--- src/rtl/uart_rx_byte_if.sv ---
// rtl/uart_rx_byte_if.sv - UART receiver line and byte-output bundle
// master: the receiver (drives bytes/strobes); slave: line driver and byte consumer.
interface uart_rx_byte_if;
  logic       rx;
  logic [7:0] rx_byte;
  logic       received;
  logic       frame_err;
  logic       busy;

  modport master (
    input  rx,
    output rx_byte,
    output received,
    output frame_err,
    output busy
  );

  modport slave (
    output rx,
    input  rx_byte,
    input  received,
    input  frame_err,
    input  busy
  );
endinterface

--- src/rtl/uart_rx_byte.sv ---
// rtl/uart_rx_byte.sv - 8N1 UART byte receiver with stop-bit error flag
// Samples each bit once at its centre; a bad stop bit parks in WAIT_IDLE until the line recovers.
module uart_rx_byte #(
  parameter int CLKS_PER_BIT = 5208
) (
  input  logic           clk,
  input  logic           rst,
  uart_rx_byte_if.master bus
);

  localparam int CNT_W = (CLKS_PER_BIT > 1) ? $clog2(CLKS_PER_BIT) : 1;
  localparam logic [CNT_W-1:0] HALF = CNT_W'((CLKS_PER_BIT - 1) / 2);
  localparam logic [CNT_W-1:0] LAST = CNT_W'(CLKS_PER_BIT - 1);

  typedef enum logic [2:0] {
    S_IDLE,
    S_START,
    S_DATA,
    S_STOP,
    S_WAIT_IDLE
  } state_t;

  logic             sync1_q, sync1_d;
  logic             sync2_q, sync2_d;
  state_t           state_q, state_d;
  logic [CNT_W-1:0] cnt_q, cnt_d;
  logic [2:0]       bit_idx_q, bit_idx_d;
  logic [7:0]       shift_q, shift_d;
  logic [7:0]       rx_byte_q, rx_byte_d;
  logic             received_q, received_d;
  logic             frame_err_q, frame_err_d;
  logic             rxs;

  assign sync1_d = bus.rx;
  assign sync2_d = sync1_q;
  assign rxs     = sync2_q;

  always_ff @(posedge clk or posedge rst) begin
    if (rst) begin
      sync1_q     <= 1'b1;
      sync2_q     <= 1'b1;
      state_q     <= S_IDLE;
      cnt_q       <= '0;
      bit_idx_q   <= '0;
      shift_q     <= '0;
      rx_byte_q   <= '0;
      received_q  <= 1'b0;
      frame_err_q <= 1'b0;
    end else begin
      sync1_q     <= sync1_d;
      sync2_q     <= sync2_d;
      state_q     <= state_d;
      cnt_q       <= cnt_d;
      bit_idx_q   <= bit_idx_d;
      shift_q     <= shift_d;
      rx_byte_q   <= rx_byte_d;
      received_q  <= received_d;
      frame_err_q <= frame_err_d;
    end
  end

  always_comb begin
    state_d     = state_q;
    cnt_d       = cnt_q;
    bit_idx_d   = bit_idx_q;
    shift_d     = shift_q;
    rx_byte_d   = rx_byte_q;
    received_d  = 1'b0;
    frame_err_d = 1'b0;

    case (state_q)
      S_IDLE: begin
        cnt_d = '0;
        if (!rxs) begin
          state_d = S_START;
        end
      end

      // A start bit must still be low at its centre, otherwise it was a glitch.
      S_START: begin
        if (cnt_q == HALF) begin
          cnt_d = '0;
          if (!rxs) begin
            state_d   = S_DATA;
            bit_idx_d = '0;
          end else begin
            state_d = S_IDLE;
          end
        end else begin
          cnt_d = cnt_q + CNT_W'(1);
        end
      end

      S_DATA: begin
        if (cnt_q == LAST) begin
          cnt_d   = '0;
          shift_d = {rxs, shift_q[7:1]};
          if (bit_idx_q == 3'd7) begin
            state_d = S_STOP;
          end else begin
            bit_idx_d = bit_idx_q + 3'd1;
          end
        end else begin
          cnt_d = cnt_q + CNT_W'(1);
        end
      end

      // Leaving at the stop-bit centre gives half a bit of slack for the next start edge.
      S_STOP: begin
        if (cnt_q == LAST) begin
          cnt_d = '0;
          if (rxs) begin
            rx_byte_d  = shift_q;
            received_d = 1'b1;
            state_d    = S_IDLE;
          end else begin
            frame_err_d = 1'b1;
            state_d     = S_WAIT_IDLE;
          end
        end else begin
          cnt_d = cnt_q + CNT_W'(1);
        end
      end

      S_WAIT_IDLE: begin
        cnt_d = '0;
        if (rxs) begin
          state_d = S_IDLE;
        end
      end

      default: begin
        state_d = S_IDLE;
        cnt_d   = '0;
      end
    endcase
  end

  assign bus.rx_byte   = rx_byte_q;
  assign bus.received  = received_q;
  assign bus.frame_err = frame_err_q;
  assign bus.busy      = (state_q != S_IDLE);

endmodule
--- src/flat_wrapper.sv ---
// flat-port wrapper written by rule: the top's interface ports become plain ports
module uart_rx_byte_flat 
#(
  parameter int CLKS_PER_BIT = 5208
)
  (clk, rst, bus_rx, bus_rx_byte, bus_received, bus_frame_err, bus_busy);
  uart_rx_byte_if bus_i ();
  input  logic clk;
  input  logic rst;
  input wire logic [$bits(bus_i.rx)-1:0] bus_rx;
  output wire logic [$bits(bus_i.rx_byte)-1:0] bus_rx_byte;
  output wire logic [$bits(bus_i.received)-1:0] bus_received;
  output wire logic [$bits(bus_i.frame_err)-1:0] bus_frame_err;
  output wire logic [$bits(bus_i.busy)-1:0] bus_busy;
  assign bus_i.rx = bus_rx;
  assign bus_rx_byte = bus_i.rx_byte;
  assign bus_received = bus_i.received;
  assign bus_frame_err = bus_i.frame_err;
  assign bus_busy = bus_i.busy;
  uart_rx_byte #(.CLKS_PER_BIT(CLKS_PER_BIT)) u_core (.clk(clk), .rst(rst), .bus(bus_i));
endmodule
--- config.mk ---
export PLATFORM = sky130hd
export DESIGN_NAME = uart_rx_byte_flat
export DESIGN_NICKNAME = d
export VERILOG_FILES = /design/src/rtl/uart_rx_byte_if.sv /design/src/rtl/uart_rx_byte.sv /design/src/flat_wrapper.sv
export SDC_FILE = /design/constraint.sdc
export NUM_CORES = 1
export LEC_CHECK = 0
export CAP_MARGIN = 40
export CORE_UTILIZATION = 54
export CTS_BUF_LIST = sky130_fd_sc_hd__clkbuf_4
export DETAILED_ROUTE_END_ITERATION = 10
export PLACE_DENSITY = 0.78
export SLEW_MARGIN = 5
export SYNTH_ARGS = -nofsm -noshare
export SYNTH_HDL_FRONTEND = slang
export SYNTH_SLANG_ARGS = --single-unit
--- constraint.sdc ---
create_clock -name clk -period 2 [get_ports clk]
set_clock_uncertainty 0.2 [all_clocks]
set_input_delay 0.6 -clock clk [delete_from_list [all_inputs] [get_ports clk]]
set_output_delay 0.6 -clock clk [all_outputs]
set_load 0.005 [all_outputs]
---- Yosys cells after proc, flatten, opt, wreduce, memory -nomap -nowiden ----
Index checks and enable logic that the tools add are counted.
cells by class
  bitwise logic cells ..................... 0
  shift-type cells ........................ 0
  $mul .................................... 0
  reductions and logical operators ........ 8
  equality and inequality tests ........... 15
  $add $sub $neg .......................... 2
  $lt $le $gt $ge ......................... 0
  divide/modulo/power cells ............... 0
  multiplexer cells ....................... 23
operator list
  cell                                                   count
  two-way mux 3 bit                                      11
  two-way mux 13 bit                                     2
  one-hot mux 13 bit (2 select lines)                    1
  one-hot mux 3 bit (5 select lines)                     1
  adder 13 x 1 -> 13 bit, second input constant          1
  == test 13 x 12 -> 1 bit, second input constant        1
  == test 13 bit, second input constant                  1
  inequality test 2 x 1 -> 1 bit, second input constant  5
  == test 3 x 2 -> 1 bit, second input constant          2
  == test 3 bit, second input constant                   2
  two-way mux 1 bit                                      6
  inequality test 2 bit, second input constant           3
  one-hot mux 3 bit (2 select lines)                     1
  AND reduction 6 bit                                    1
  AND reduction 5 bit                                    1
  adder 3 x 1 -> 3 bit, second input constant            1
  == test 3 x 1 -> 1 bit, second input constant          1
  logical NOT 3 bit                                      1
  AND reduction 3 bit                                    1
  nonzero test 3 bit                                     1
  two-way mux 2 bit                                      1
  AND reduction 2 bit                                    1
  nonzero test 2 bit                                     1
  OR reduction 2 bit                                     1
word-level totals
  memories ................................ 0
  output and inout port bits .............. 11
  RAM bits ................................ 0
  bits in latches ......................... 0
  register bits after elaboration ......... 39
  ROM bits ................................ 0

---- Depth between registers and ports, before layout ----
Gate-level depths: netlist (run 1).
  depth in word-level cells ............... 4
  depth in mapped cells ................... 6

---- Worst setup path before layout (run 1) ----
No wires, ideal clock.
  kind .................................... reg-to-reg
  start point ............................. register u_core.cnt_q[0]
  end point ............................... register u_core.cnt_q[7]
  path buffers ............................ 1
  setup time .............................. 119 ps
  cell stages (with the launch flop) ...... 7
  period minus slack after synthesis ...... 2203 ps
  arrival ................................. 1884 ps
  data required time ...................... 1681 ps
  setup slack ............................. -203 ps
  path through ............................ dfrtp_1 > ha_1 > or4bb_1 > o31ai_1 > a21boi_2 > buf_6 > nor2_1
between the ends
  cells in the longest elaborated chain, start to end .. 3
  elaborated cells between the ends (all ways) .. 6
  classes of those cells .................. add/sub (1); eq/ne (2); mux (3)
RTL lines
  element                                               RTL line                                                      text
  start, declared                                       uart_rx_byte.sv:26                                            logic [CNT_W-1:0] cnt_q, cnt_d;
  start signal, assigned                                uart_rx_byte.sv:53                                            cnt_q <= cnt_d;
  adder 13 x 1 -> 13 bit, or another cell as far along  uart_rx_byte.sv:90, uart_rx_byte.sv:104, uart_rx_byte.sv:121
  two-way mux 13 bit, on equally long branches          uart_rx_byte.sv:95, uart_rx_byte.sv:110, uart_rx_byte.sv:81
  one-hot mux 13 bit (2 select lines) *                 uart_rx_byte.sv:71                                            case (state_q)
  net u_core.cnt_d[7]                                   uart_rx_byte.sv:26
Mark *: on every way through the listed nets, which the timed path passes. The rest lies on a longest branch.
A chain may end at the register's enable or synchronous reset.

---- Final worst setup path (run 1) ----
  start point ............................. register u_core.cnt_q[1]
  end point ............................... register u_core.bit_idx_q[1]
between the ends
  cells in the longest elaborated chain, start to end .. 3
  elaborated cells between the ends (all ways) .. 5
  classes of those cells .................. eq/ne (4); reduce/logical (1)
RTL lines
  element                                                            RTL line                                text
  == test 13 bit / == test 13 x 12 -> 1 bit (equally long branches)  uart_rx_byte.sv:95, uart_rx_byte.sv:81
  inequality test 2 x 1 -> 1 bit (no source line)                    -
  AND reduction 5 bit (no source line) *                             -
  end signal, assigned                                               uart_rx_byte.sv:54                      bit_idx_q <= bit_idx_d;
  end, declared                                                      uart_rx_byte.sv:27                      logic [2:0] bit_idx_q, bit_idx_d;
Mark *: on every way between the ends. The rest lies on a longest branch, timed or not.

==> results of run 1 <==
==> cells in the final DEF, fill, tap and decap left out, types with 3 or more instances in the layout <==
cell type      instances
a22o_1                 3
nand2_1                6
nor3b_1                3
dlygate4sd2_1         10
mux2_4                 8
buf_4                 31
inv_1                  7
xnor2_1                9
mux2_2                 8
nor2_1                17
nand3_1                7
clkbuf_4               5
mux2i_1                3
dfrtp_1               37
xor2_1                 3
o21ai_0                3
nor3_1                 4
==> state kept, by name, indices dropped and copies added, names as in the netlist <==
register,cells
u_core.bus.rx_byte,8
u_core.shift_q,8
u_core.cnt_q,13
u_core.state_q,3
u_core.bit_idx_q,3
u_core.bus.received,1
u_core.bus.frame_err,1
u_core.sync1_q,1
u_core.rxs,1
==> routing by layer <==
layer / GRT usage, % / routed length [um] / up-vias
met4: 15.28 / 97 / 0
met5: 0 / 0 / -
met3: 7.576 / 115 / 10
li1: - / - / 655
met2: 39.72 / 1953 / 25
met1: 28.23 / 1683 / 686
==> per-stage QoR <==
step                hold slack, ns  utilization [%]  std cells  TNS (ns)  total power [mW]
global route                0.1697            76.88        252    -1.730             1.277
CTS                         0.1679            74.96        251  -0.02342             1.240
detailed placement          0.1500            70.88        236    -1.237            0.8351
finish                      0.1659            76.88        252   -0.3306             1.226
global placement            0.1470            70.88        236   -0.4443            0.8332
floorplan                   0.1452                -        158  -0.08206            0.8217
==> where the power goes <==
group	leakage (nW)	total, mW	switching (mW)	internal (mW)
registers	0.523	0.795	0.00261	0.792
clock network	0.0288	0.407	0.272	0.135
logic	0.633	0.0242	0.0173	0.00684
==> path summary, 6_finish.rpt <==
| path | end | slack, ns | cells past startpoint |
|---|---|---|---|
| worst max-delay path | u_core.bit_idx_q[1] | -0.04 | 5 |
| worst min-delay path | u_core.rxs | 0.17 | 0 |
| worst max register to register | u_core.bit_idx_q[1] | -0.04 | 5 |
| worst min register to register | u_core.rxs | 0.17 | 0 |
| max in group asynchronous | u_core.sync1_q | 0.90 | 3 |
| min in group asynchronous | u_core.bus.received | 0.36 | 3 |
==> area by class of cell <==
cell class / count / area [sq um] / share of cell area, %
well taps: 44 / 55.05 / 2.289
clock inverters: 3 / 20.02 / 0.8325
repair buffers: 46 / 376.6 / 15.66
flip-flops and latches: 39 / 978.4 / 40.69
multi-input cells: 108 / 910.9 / 37.88
clock buffers: 5 / 37.54 / 1.561
inverters: 7 / 26.28 / 1.093
==> kinds of logic (layout without fill, tap and decap cells) <==
| group | Yosys count | count (layout) | synth area share (%) |
|---|---|---|---|
| AND/OR/NAND/NOR | 60 | 60 | 19.30 |
| flip-flops | 39 | 39 | 53.34 |
| multiplexers | 19 | 19 | 11.46 |
| AO/OA/AOI/OAI | 14 | 14 | 5.389 |
| XOR/XNOR | 12 | 12 | 5.730 |
| buffers and inverters | 11 | 61 | 2.729 |
| adder cells (fa/ha/maj) | 3 | 3 | 2.047 |
==> repair_timing <==
item | 4_1_cts | 5_1_grt
endpoints found under the setup margin | 35 | 34
buffers inserted | 7 | 1
pin swaps | 7 | 5
resized for setup | 18 | 17
==> worst max-delay path, cell delays in order (launching register included) <==
cell,delay [ns]
dfrtp_1,0.41
ha_4,0.16
or4bb_4,0.48
o31ai_4,0.24
o211ai_1,0.20
a22o_1,0.26
==> results.md, run 1 <==
- DRT antenna net count: 0
- TritonCTS clock tree: done
- Ys async rst share: 100.0%
- Final Critical Period: about 2.0 ns
- Synth Cell Area: approximately 1800 sq um
- DP Area: around 2200 sq um
- Die H: roughly 60 um
- Worst EP arrival: 2.09 ns
- Die footprint: between 3000 and 4000 sq um
- Final hold viol count: 0
- Worst IR Drop VDD: between 0.4 and 0.5 mV
- Outcome: finished, violations left
- Layout area overhead: 31.11%
- FMAX: between 400 and 500 MHz
- Failing checks: setup timing
- Detailed Route WL: around 3.9 mm
- Reg clk slew, reported paths: roughly 0.12 ns
- Clock latency at the later pin of the worst-skew pair: between 0.3 and 0.4 ns
- DRC Markers: 0
- Hold WC Path Type: register to register
- Core area: 3128 sq um
- Mapped Avg Cell Area: 11.61 sq um
- I/O pin count: 14
- Num CTS Buffers: 5
- Worst R2R Start: u_core.cnt_q[1]
- Vias in the first global route: around 1500
- GRT Total Usage: 24.60%
- Die X: around 60 um
- Wire per inst: roughly 15 um
- Cells after Synth: approximately 160
- Yosys reg bits: 39
- CTS sink count: 39
- Top-count cell post-synth: dfrtp_1
- Slew Limit Fails: 0
- Diode count: 0
- Req. time, crit path: slightly above 2 ns
- First-pass GRT wire length: roughly 6.3 mm
- # rows: 20
- Worst setup path class: register to register
- Worst slack, placed: -0.09382 ns
- Post-synth top area share: 50.48%
- Initial antenna violation count: 0
- Htree depth: 2
- TritonRoute pass-1 iters: 4
- Grt total ovfl: 0
- Post-synth cell types: 37
- Post-route cell area: about 2400 sq um
- Worst Max-Slew Pin Slew: 0.5853 ns
- Placer Congestion: 0.8794
- Longest Clk Path Bufs: 2
- P_leak: ~1.2 nW
- 1st-iter DRT viols: 71
- Largest net degree at the start of global routing: 27
- Number of port buffers: 13
- Crit path from: u_core.cnt_q[1]
- Yosys Warn Count: 0
- Yosys top cell by area: dfrtp_1
- Number of max-cap violations: 0
- Initial Utilization: 58.64%
- Final setup fails: 16
- Synth Flop Type: dfrtp_1
- Post-DP HPWL: about 2.7 mm
- HP Start: u_core.sync1_q
- FILL cells: 216
- Share of post-route cells with drive strength above 1: approximately a third
- Commonest cells in the netlist: 37 x dfrtp_1, 18 x nor2_1, 16 x mux2_2, 9 x xnor2_1, 8 x nand3_1
- Final cycle utilization of the critical path: 102.0%
- DR vias/cell: 5.460
- Post-synth EDFFs: 0
- Pwr/cell area: between 500 and 600 nW/um^2
- CP startpoint kind: register
- Sequential fraction of the synthesis area: 53.34%
- DR vias: 1376
- Top cells by area, synth: dfrtp_1 50%, mux2_2 9.8%, xnor2_1 4.3%
- Slew margin rel.: about three fifths
- Final worst slack: -0.04002 ns
- Post-cts hold buffer count: 0
- Worst Path Max Fanout: 3
- CP Capture Type: register
- CTS Root Buffer Type: clkbuf_4
- Unrepaired setup endpoints after global routing: true
- Syn Nets: approximately 160
- Layout Nets: roughly 210
No activity file was read; power rests on OpenSTA's default activity.
==> inputs of run 2 (changes only) <==
--- a/config.mk
+++ b/config.mk
@@ -5,11 +5,12 @@
 export SDC_FILE = /design/constraint.sdc
 export NUM_CORES = 1
 export LEC_CHECK = 0
+export ABC_AREA = 1
 export CAP_MARGIN = 40
 export CORE_UTILIZATION = 54
 export CTS_BUF_LIST = sky130_fd_sc_hd__clkbuf_4
 export DETAILED_ROUTE_END_ITERATION = 10
-export PLACE_DENSITY = 0.78
+export PLACE_DENSITY = 0.77
 export SLEW_MARGIN = 5
 export SYNTH_ARGS = -nofsm -noshare
 export SYNTH_HDL_FRONTEND = slang
==> results.md, run 2 <==
- Commonest cells in the netlist: 61 x nand2_1, 37 x dfrtp_1, 28 x inv_1, 26 x nor2_1, 12 x nand3_1
- Detailed Route WL: 3.235 mm (-16%)
- Post-synth EDFFs: 0 (unchanged)
- Die H: 61.87 um (+2.6%)
- DRC Markers: 0 (unchanged)
- Pwr/cell area: 555.9 nW/um^2 (+9.1%)
- TritonRoute pass-1 iters: 4 (unchanged)
- CP startpoint kind: register
- WP buf/inv: 1 (+1)
- Layout Nets: 260 (+22%)
- Hold WC Path Type: register to register
- Worst setup path class: register to output port
- Fin Setup TNS: 0 ns (+0.3306 ns)
- Worst Max-Slew Pin Slew: 0.2913 ns (-0.2940 ns)
- Most frequent cells in the layout: 61 x nand2_1, 37 x dfrtp_1, 28 x inv_1, 25 x nor2_1, 12 x nand3_1
- Power after layout: 1.244 mW (+1.5%)
- Final setup fails: 0 (-16)
- Cells after Synth: 226 (+43%)
- Slowest cell on the critical path: dfrtp_1
- Most common library cell in the layout ignoring fill and taps: nand2_1
- Initial antenna violation count: 0 (unchanged)
- Placer Congestion: 0.8956 (+1.8%)
- I/O pin count: 14 (unchanged)
- Die X: 61.87 um (+2.6%)
- Post-synth top area share: 47.83% (-2.6 points)
- GR Util met1: 28.13% (-0.11 points)
- Req. time, crit path: 1.20 ns (-0.85 ns)
- Internal power: 0.9417 mW (+0.85%)
- Layout area overhead: 15.64%
- Num CTS Buffers: 5 (unchanged)
- FMAX: 542.3 MHz (+11%)
- Diode count: 0 (unchanged)
- Worst Path Max Fanout: 2 (-1)
- CTS sink count: 39 (unchanged)
- Worst IR Drop VDD: 0.4774 mV (+4.8%)
- P_leak: 1.115 nW (-5.9%)
- DRT antenna net count: 0 (unchanged)
- Synth Flop Type: dfrtp_1
- Sw Ratio: 24.32% (+0.52 points)
- Storage cell area: 978.4 sq um (unchanged)
- Post-DP HPWL: 2.223 mm (-16%)
- Number of port buffers: 13 (unchanged)
- Core area: 3390 sq um (+8.4%)
- Mapped Avg Cell Area: 8.565 sq um (-26%)
- TritonCTS clock tree: done
- DR vias/cell: 4.867 (-11%)
- Top cells by area, synth: dfrtp_1 48%, nand2_1 12%, inv_1 5.4%
- Yosys Warn Count: 0 (unchanged)
- DR vias: 1465 (+6.5%)
- Comb pwr share: 2.2% (+0.2 points)
- Final Critical Period: 1.844 ns (-0.1960 ns)
- Clock latency at the later pin of the worst-skew pair: 0.36 ns (about the same)
- P_sw: 0.3027 mW (+3.7%)
- Final worst slack: 0.1559 ns (+0.1960 ns)
- Post-cts hold buffer count: 0 (unchanged)
- Htree depth: 2 (unchanged)
- Sequential fraction of the synthesis area: 50.55% (-2.8 points)
- Clock power share: 33.9% (+0.7 points)
- Yosys reg bits: 39 (unchanged)
- M3 GR Usage: 4.555% (-3.0 points)
- Share of post-route cells with drive strength above 1: 19.61% (-15 points)
- Synth Cell Area: 1936 sq um (+5.5%)
- Most Crowded Layer GR: met2
- Largest net degree at the start of global routing: 40 (+48%)
- Sequential power share: 63.9% (-0.9 points)
- Crit path max-delay family: flip-flops
- Largest register FFs: 13 (unchanged)
- First-pass GRT wire length: 5.595 mm (-11%)
- Yosys top cell by area: dfrtp_1
- Die footprint: 3828 sq um (+5.3%)
- Final cycle utilization of the critical path: 92.20% (-9.8 points)
- Unrepaired setup endpoints after global routing: false
- Grt total ovfl: 0 (unchanged)
- Slew margin rel.: 80.54% (+20 points)
- Top-count cell post-synth: nand2_1
- Vias in the first global route: 1337 (-8.0%)
- Ys async rst share: 100.0% (unchanged)
- 1st-iter DRT viols: 52 (-27%)
- Longest Clk Path Bufs: 2 (unchanged)
- Worst EP arrival: 1.04 ns (-1.05 ns)
- Number of max-cap violations: 0 (unchanged)
- Worst slack, placed: 0.1555 ns (+0.2493 ns)
- Reg clk slew, reported paths: 0.13 ns (about the same)
- CTS Root Buffer Type: clkbuf_4
- GRT Total Usage: 20.67% (-3.9 points)
- Final hold viol count: 0 (unchanged)
- Top reg by flops: u_core.cnt_q
- Post-synth cell types: 26 (-30%)
- Outcome: completed
- CP Capture Type: output port
- Cells along the critical path: dlygate4sd2_1
- Initial Utilization: 57.11% (-1.5 points)
- Syn Nets: 232 (+41%)
- # rows: 21 (+5.0%)
- FILL cells: 275 (+27%)
- Grt met2 use: 30.88% (-8.8 points)
- Slew Limit Fails: 0 (unchanged)
- Wire per inst: 10.75 um (-30%)
- Max stage delay on crit path: 0.42 ns (-0.06 ns)
- Multi-input gate area: 799.5 sq um (-12%)
-- run 2: cell types whose count changed after synthesis, moves of 4 or more --
cell and change:
nand2_1 +54, inv_1 +21, mux2_2 -16, nor2_1 +8
xnor2_1 -8, inv_2 +6, o21ai_0 +6, o21ai_2 +6
xor2_1 +5, nand3_1 +4, nor2_4 +4
-- run 2: power groups by stage --
stage | combinational (mW) | clock, mW | sequential [mW]
floorplan | 0.0146 | 0 | 0.809
global placement | 0.0282 | 0 | 0.809
detailed placement | 0.0282 | 0 | 0.809
CTS | 0.0283 | 0.443 | 0.795
global route | 0.0318 | 0.463 | 0.795
finish | 0.0274 | 0.422 | 0.795
-- run 2: logic make-up after synthesis --
logic type | synth area share [%]
fa+ha+maj | 1.939
flops | 50.55
compound gates | 7.045
buf+inv | 8.468
simple gates | 27.93
xor+xnor | 4.073
-- run 2: layout make-up --
| cell class | count | area share [%] |
|---|---|---|
| flip-flops and latches | 39 | 43.71 |
| multi-input cells | 149 | 35.72 |
| repair buffers | 24 | 9.279 |
| inverters | 35 | 5.981 |
| well taps | 46 | 2.571 |
| clock buffers | 5 | 1.677 |
| clock inverters | 3 | 1.062 |
-- run 2: through the flow --
stage	hold WS, ns	util (%)	cells	cell area [sq um]
5_1_grt	0.1757	66.04	301	2238
4_1_cts	0.1592	65.82	300	2231
6_report	0.1570	66.04	301	2238
3_3_place_gp	0.1483	62.79	285	2128
2_1_floorplan	0.1452	-	226	1936
3_5_place_dp	0.1487	62.79	285	2128
-- run 2: what timing repair did --
item | 4_1_cts | 5_1_grt
setup buffers | 7 | 1
pin swaps | 1 | 1
endpoints found under the setup margin | 11 | 4
gates resized for setup | 12 | 3
cloned | 0 | 0
-- run 2: path summary, 6_finish.rpt --
| kind | cells after the start | endpoint | slack (ns) | start |
|---|---|---|---|---|
| max reg2reg | 9 | u_core.shift_q[7] | 0.18 | u_core.state_q[0] |
| max in group asynchronous | 3 | u_core.sync1_q | 0.98 | rst |
| min reg2reg | 0 | u_core.rxs | 0.16 | u_core.sync1_q |
| min | 0 | u_core.rxs | 0.16 | u_core.sync1_q |
| max | 1 | bus_rx_byte[6] | 0.16 | u_core.bus.rx_byte[6] |
| min in group asynchronous | 3 | u_core.bus.rx_byte[6] | 0.37 | rst |
-- run 2: metal layers --
metal | vias to the layer above | share of wire (%)
li1 | 747 | -
met1 | 690 | 49
met2 | 20 | 46
met3 | 8 | 3.3
met4 | 0 | 2.4
met5 | - | 0
